[src/rtl/nn_layer_sequencer.sv]
// Sequences one fully-connected layer over a shared MAC datapath: per neuron it
// clears the accumulator, issues every input/weight pair, waits for the MAC
// pipeline to drain and then strobes the neuron result write.
module nn_layer_sequencer #(
    parameter int unsigned NUM_INPUTS  = 62,
    parameter int unsigned NUM_NEURONS = 20,
    parameter int unsigned MAC_LAT     = 2,
    parameter int unsigned ADDR_W      = 11,
    parameter int unsigned IDX_W       = 6
) (
    input  logic              clk,
    input  logic              rst,
    input  logic              i_start,
    input  logic              i_stall,
    output logic              o_busy,
    output logic              o_done,
    output logic              o_issue,
    output logic [IDX_W-1:0]  o_in_sel,
    output logic [ADDR_W-1:0] o_w_addr,
    output logic              o_acc_clr,
    output logic              o_acc_en,
    output logic              o_out_wr,
    output logic [IDX_W-1:0]  o_out_idx
);

    localparam int unsigned DRAIN_W = (MAC_LAT > 1) ? $clog2(MAC_LAT) : 1;

    typedef enum logic [2:0] {
        S_IDLE,
        S_CLR,
        S_ISSUE,
        S_DRAIN,
        S_WRITE,
        S_DONE
    } state_t;

    state_t             r_state;
    logic [IDX_W-1:0]   r_neuron_cnt;
    logic [IDX_W-1:0]   r_in_cnt;
    logic [ADDR_W-1:0]  r_base;
    logic [ADDR_W-1:0]  r_w_addr;
    logic [DRAIN_W-1:0] r_drain_cnt;
    logic [MAC_LAT-1:0] r_pipe;
    logic               r_busy;
    logic               r_done;
    logic               r_acc_clr;
    logic               r_out_wr;
    logic [IDX_W-1:0]   r_out_idx;

    logic w_issue;
    logic w_last_in;
    logic w_last_nrn;

    assign w_issue    = (r_state == S_ISSUE) && !i_stall;
    assign w_last_in  = (r_in_cnt == IDX_W'(NUM_INPUTS - 1));
    assign w_last_nrn = (r_neuron_cnt == IDX_W'(NUM_NEURONS - 1));

    assign o_busy    = r_busy;
    assign o_done    = r_done;
    assign o_issue   = w_issue;
    assign o_in_sel  = r_in_cnt;
    assign o_w_addr  = r_w_addr;
    assign o_acc_clr = r_acc_clr;
    assign o_acc_en  = r_pipe[MAC_LAT-1];
    assign o_out_wr  = r_out_wr;
    assign o_out_idx = r_out_idx;

    // Issue-valid delay line matching the MAC latency; shifts every cycle.
    always_ff @(posedge clk or posedge rst) begin
        if (rst) begin
            r_pipe <= '0;
        end else begin
            r_pipe <= MAC_LAT'({r_pipe, w_issue});
        end
    end

    // Layer FSM with counters; in_cnt and w_addr are kept at zero outside ISSUE.
    always_ff @(posedge clk or posedge rst) begin
        if (rst) begin
            r_state      <= S_IDLE;
            r_neuron_cnt <= '0;
            r_in_cnt     <= '0;
            r_base       <= '0;
            r_w_addr     <= '0;
            r_drain_cnt  <= '0;
            r_busy       <= 1'b0;
            r_done       <= 1'b0;
            r_acc_clr    <= 1'b0;
            r_out_wr     <= 1'b0;
            r_out_idx    <= '0;
        end else begin
            r_done    <= 1'b0;
            r_acc_clr <= 1'b0;
            r_out_wr  <= 1'b0;
            r_out_idx <= '0;
            case (r_state)
                S_IDLE: begin
                    if (i_start) begin
                        r_state      <= S_CLR;
                        r_neuron_cnt <= '0;
                        r_base       <= '0;
                        r_busy       <= 1'b1;
                        r_acc_clr    <= 1'b1;
                    end
                end
                S_CLR: begin
                    r_state  <= S_ISSUE;
                    r_in_cnt <= '0;
                    r_w_addr <= r_base;
                end
                S_ISSUE: begin
                    if (!i_stall) begin
                        if (w_last_in) begin
                            r_state     <= S_DRAIN;
                            r_in_cnt    <= '0;
                            r_w_addr    <= '0;
                            r_drain_cnt <= DRAIN_W'(MAC_LAT - 1);
                        end else begin
                            r_in_cnt <= r_in_cnt + IDX_W'(1);
                            r_w_addr <= r_w_addr + ADDR_W'(1);
                        end
                    end
                end
                S_DRAIN: begin
                    if (r_drain_cnt == '0) begin
                        r_state   <= S_WRITE;
                        r_out_wr  <= 1'b1;
                        r_out_idx <= r_neuron_cnt;
                    end else begin
                        r_drain_cnt <= r_drain_cnt - DRAIN_W'(1);
                    end
                end
                S_WRITE: begin
                    if (w_last_nrn) begin
                        r_state <= S_DONE;
                        r_done  <= 1'b1;
                    end else begin
                        r_state      <= S_CLR;
                        r_neuron_cnt <= r_neuron_cnt + IDX_W'(1);
                        r_base       <= r_base + ADDR_W'(NUM_INPUTS);
                        r_acc_clr    <= 1'b1;
                    end
                end
                S_DONE: begin
                    r_state <= S_IDLE;
                    r_busy  <= 1'b0;
                end
                default: begin
                    r_state <= S_IDLE;
                    r_busy  <= 1'b0;
                end
            endcase
        end
    end

endmodule
[config.mk]
export PLATFORM = sky130hd
export DESIGN_NAME = nn_layer_sequencer
export DESIGN_NICKNAME = d
export VERILOG_FILES = /design/src/rtl/nn_layer_sequencer.sv
export SDC_FILE = /design/constraint.sdc
export NUM_CORES = 1
export LEC_CHECK = 0
export BUFFER_PORTS_ARGS = -buffer_cell sky130_fd_sc_hd__buf_4
export CORE_UTILIZATION = 45
export DETAILED_ROUTE_END_ITERATION = 16
export GPL_TIMING_DRIVEN = 1
export PLACE_DENSITY_LB_ADDON = 0.2
export SYNTH_ARGS = -nofsm -noshare
export SYNTH_HDL_FRONTEND = slang
export SYNTH_SLANG_ARGS = --single-unit
export TNS_END_PERCENT = 50
[constraint.sdc]
create_clock -name clk -period 2.8 [get_ports clk]
set_input_delay 0.28 -clock clk [delete_from_list [all_inputs] [get_ports clk]]
set_output_delay 0.28 -clock clk [all_outputs]
set_load 0.02 [all_outputs]
## After elaboration in Yosys (flattened, before gate mapping)

Cells that the tools add are included.

| storage, ports and cells | value |
|---|---|
| register bits after elaboration | 50 |
| bits of input ports | 4 |
| output and inout port bits | 29 |
| word-level logic and storage cells | 74 |

| cells by class | value |
|---|---|
| $add $sub $neg | 5 |
| eq/ne operators | 11 |
| multiplexer cells | 33 |
| bitwise operators | 1 |
| reduce and logical (&&, ||, !) cells | 12 |

Operators with widths:

| cell | number |
|---|---|
| 2-to-1 mux 11 bit | 4 |
| one-hot mux 11 bit (2 select lines) | 2 |
| 2-to-1 mux 6 bit | 6 |
| one-hot mux 6 bit (2 select lines) | 2 |
| 2-to-1 mux 3 bit | 5 |
| one-hot mux 3 bit (5 select lines) | 1 |
| adder 6 x 1 -> 6 bit, second input constant | 2 |
| adder 11 x 1 -> 11 bit, second input constant | 1 |
| adder 11 x 6 -> 11 bit, second input constant | 1 |
| 2-to-1 mux 1 bit | 10 |
| != test 2 bit, second input constant | 5 |
| equality test 3 x 2 -> 1 bit, second input constant | 2 |
| equality test 6 x 5 -> 1 bit, second input constant | 1 |
| equality test 6 bit, second input constant | 1 |
| one-hot mux 1 bit (2 select lines) | 3 |
| AND reduction 3 bit | 2 |
| nonzero test 2 bit | 3 |
| AND reduction 2 bit | 2 |
| AND reduction 4 bit | 1 |
| OR reduction 4 bit | 1 |
| equality test 3 x 1 -> 1 bit, second input constant | 1 |
| equality test 3 bit, second input constant | 1 |
| logical NOT 3 bit | 1 |
| logical AND 1 bit | 1 |
| other kinds (3) | 3 |

## Depth between registers and ports, before layout

| depth | value |
|---|---|
| depth in word-level cells | 4 |
| mapped depth | 7 |
| gate-level depth less buffers | 6 |

## Worst setup path after synthesis

Ideal clock, no wire load.

| path | value |
|---|---|
| path kind | register to register |
| start | reg r_state[0] |
| end | reg r_in_cnt[4], in the netlist o_in_sel[4] |
| library setup time | 0.076 ns |
| arrival | 1.627 ns |
| required time | 2.724 ns |
| path slack | 1.097 ns |
| stages on the path, launching flop included | 5 |
| buffers on the path | 0 |
| clock period less this slack | 1.703 ns |
| cells stage by stage | dfrtp_1 -> or3b_1 -> a21o_1 -> or4_1 -> o21ai_1 |

| on the way | value |
|---|---|
| longest elaborated chain between the ends | 3 |
| elaborated cells on any way between the ends | 6 |
| classes of those cells | eq/ne: 3; mux: 1; reduce/logical: 2 |

Ends and longest elaborated chain:

| element | line | source |
|---|---|---|
| start: declaration | 37 | `state_t r_state;` |
| start signal: assignment | 80 | `r_state <= S_IDLE;` |
| start signal: assignment | 99 | `r_state <= S_CLR;` |
| start signal: assignment | 107 | `r_state <= S_ISSUE;` |
| equality test 3 x 2 -> 1 bit or equality test 3 x 1 -> 1 bit (tied branches) | 96 | `case (r_state)` |
| != test 2 bit (no source line) or nonzero test 2 bit (tied branches) | n/a |  |
| AND reduction 2 bit (no source line) | n/a |  |
| end signal: assignment | 119 | `r_in_cnt <= r_in_cnt + IDX_W'(1);` |
| end: declaration | 39 | `logic [IDX_W-1:0] r_in_cnt;` |

Parallel ways exist; a longest one is shown, timed or not.
A chain may end at the register's enable or synchronous reset.

## Worst setup path after layout

| path | value |
|---|---|
| start | reg r_state[2] |
| end | reg r_in_cnt[4], in the netlist o_in_sel[4] |

Same word-level chain as after synthesis.

==> qor.yml <==
grtUsageMet3_pct: 4.418
synth_commonest_cells: "49 x dfrtp_1, 22 x nand2_1, 21 x o21ai_0"
fill_cells: 489
drt-initial-drc-count: 167
cts_root_buf: "clkbuf_8"
p_leak_nw: 1.255
grt_pass1_wl_um: 8763
dieHeight_um: 74.88
syn_avg_cell_area_um2: 9.754
diodes: 0
tightest_slew_ns: 1.025
final_nets: 285
synthMostInstantiatedCell: "dfrtp_1"
dieArea_um2: 5606
ys_async_sr_fraction_pct: 100.0
power_frac_clock_pct: 21.4
syn2layout_area_growth_pct: 17.43
power.density_nw_per_um2: 891.5
synth_fp_nets: 254
pwr-share-seq_pct: 41.7
peakVddDrop_mv: 0.4376
port_buffers: 32
critical_path_required_ns: 3.04
yosysWarnings: 0
cts_resized: 0
ys_ff_latch: 49
p_comb_share_pct: 36.9
rsz0062_at_grt: "no"
synth_edf_count: 0
wl_per_cell_um: 14.72
setup_viol: 0
max_freq_mhz: 438.8
fin_crit_sh_pct: 81.39
cts.path.max_buffers: 2
cp-end-kind: "register"
drv_slew: 0
gp_congestion: 0.7978
crit_fanout: 15
cts_setup_buffers: 0
clock_latency_ns: 0.31
outcome: "completed"
max_cap_viol_count: 0
ys_seq_area_share_pct: 51.31
h-tree-depth: 2
drive_gt1_share_pct: 16.61
antenna_found_initial: 0
cts_buffers: 5
die_x_um: 74.88
use_met1_pct: 27.89
rows: 26
grt_max_degree: 50
core_area_um2: 5107
initial_core_util_pct: 46.79
yosysTopAreaCell: "dfrtp_1"
switching_share_pct: 41.22
final.setup.tns_ns: 0
drc: 0
firstDrtPassIters: 4
synth_area_um2: 2390
netlist_instances: 245
fin_worst_skew_ns: 0.009199
clock_sinks: 49
top_usage_layer: "met2"
hold_buffers: 0
worst_hold_path_type: "in2reg"
grt_pass1_vias: 1831
p_int_mw: 1.471
worstSetupStartpointType: "register"
clk_pin_slew_ns: 0.09
ys_types: 44
vias_per_cell: 5.634
grt_overflow: 0
fin_area_um2: 2806
met2_usage_pct: 34.33
grt_usage_pct: 21.09
dr_total_vias: 1955
hold_viol: 0
worstSetupPathType: "reg2reg"
antenna_left: 0
wl_um: 5108
dpl_cell_area_um2: 2686
synth_top_area_share_pct: 51.31
synth_area_leaders: "dfrtp_1 51%, o21ai_0 4.4%, nand2_1 3.5%, ha_1 2.6%, nand3_1 2.5%"
ioPinCount: 33
rrSetupSlack_ns: 0.52
hpwl_um: 3444
relSlewSlack_pct: 31.58
switchingPower_mw: 1.031
cts_tree: "done"
synthFlopType: "dfrtp_1"
worstPathArrival_ns: 2.52
period_needed_ns: 2.279
-- power groups by stage --
stage / logic, mW / clock network (mW) / registers [mW]
floorplan: 0.591 / 0 / 1.08
global placement: 0.908 / 0 / 1.05
detailed placement: 0.928 / 0 / 1.06
CTS: 0.931 / 0.547 / 1.04
global route: 1.04 / 0.574 / 1.07
finish: 0.924 / 0.535 / 1.04
-- metrics by stage --
| stage | power [mW] | hold slack [ns] | setup slack [ns] | cells | utilization, % |
|---|---|---|---|---|---|
| detailed placement | 1.984 | 0.3568 | 0.5271 | 339 | 52.60 |
| CTS | 2.522 | 0.1473 | 0.4968 | 347 | 54.95 |
| global placement | 1.954 | 0.3312 | 0.6085 | 339 | 52.60 |
| finish | 2.502 | 0.1552 | 0.5211 | 347 | 54.95 |
| floorplan | 1.674 | 0.3312 | 1.097 | 245 | - |
| global route | 2.691 | 0.1463 | 0.3600 | 347 | 54.95 |
-- critical path, stage by stage, from the launching register on --
cell	delay, ns
dfrtp_1	0.50
or3b_1	0.59
o21bai_1	0.46
or4_1	0.56
o21ai_1	0.09
-- cell families after synthesis --
family,share of synthesized area (%)
AND/OR/NAND/NOR,20.84
AO/OA/AOI/OAI,17.64
flip-flops,51.31
buffers and inverters,4.136
XOR/XNOR,2.199
adder cells (fa/ha/maj),2.618
multiplexers,1.257
-- cell type report --
| type | instances | area, um2 | area share [%] |
|---|---|---|---|
| Timing Repair Buffer | 33 | 247.7 | 8.827 |
| Clock buffer | 6 | 82.58 | 2.942 |
| Multi-Input combinational cell | 171 | 1065 | 37.94 |
| Clock inverter | 2 | 37.54 | 1.337 |
| Tap cell | 70 | 87.58 | 3.121 |
| Inverter | 16 | 60.06 | 2.140 |
| Sequential cell | 49 | 1226 | 43.69 |
-- state kept, by name, indices dropped and copies added, names as in the netlist --
signal and cells:
r_state 3, o_out_idx 6, r_base 10, o_busy 1, o_done 1, o_acc_clr 1
r_neuron_cnt 6, r_pipe 2, o_out_wr 1, r_drain_cnt 1, o_in_sel 6, o_w_addr 11
-- placed cells by master, fill, tap and decap left out, types with 2 or more instances in the layout --
cell type	n
inv_1	15
or3b_1	2
o211ai_1	3
o21ai_1	2
a22o_1	4
a21oi_1	7
nand2b_1	3
a22oi_1	2
and3_1	3
o41ai_1	3
o31ai_1	3
nand2_1	22
nor2_1	14
o2bb2ai_1	5
nor3_1	8
and2_1	9
nor3b_1	2
mux2i_1	3
a31oi_1	4
o21ai_0	21
nor4_1	3
o22ai_1	2
dfrtp_1	49
ha_1	5
or4_1	3
nand3_1	12
xor2_1	6
clkbuf_8	6
or3_1	2
buf_4	33
nand4_1	5
-- worst paths after layout --
path | end | from | depth (start not counted)
worst max-delay path | o_in_sel[4]$_DFFE_PP0P_ | r_state[2]$_DFFE_PP0P_ | 4
worst min-delay path | r_pipe[0]$_DFF_PP0_ | i_stall | 2
worst max register to register | o_in_sel[4]$_DFFE_PP0P_ | r_state[2]$_DFFE_PP0P_ | 4
worst min register to register | r_pipe[1]$_DFF_PP0_ | r_pipe[0]$_DFF_PP0_ | 0
max in group asynchronous | r_base[6]$_DFFE_PP0P_ | rst | 2
min in group asynchronous | r_pipe[1]$_DFF_PP0_ | rst | 2
-- per-layer routing --
metal | vias up | share of wire (%)
met2 | 55 | 47
li1 | 947 | -
met1 | 944 | 45
met4 | 0 | 1.6
met5 | - | 0
met3 | 9 | 5.4
(Power assumes the default switching activity.)
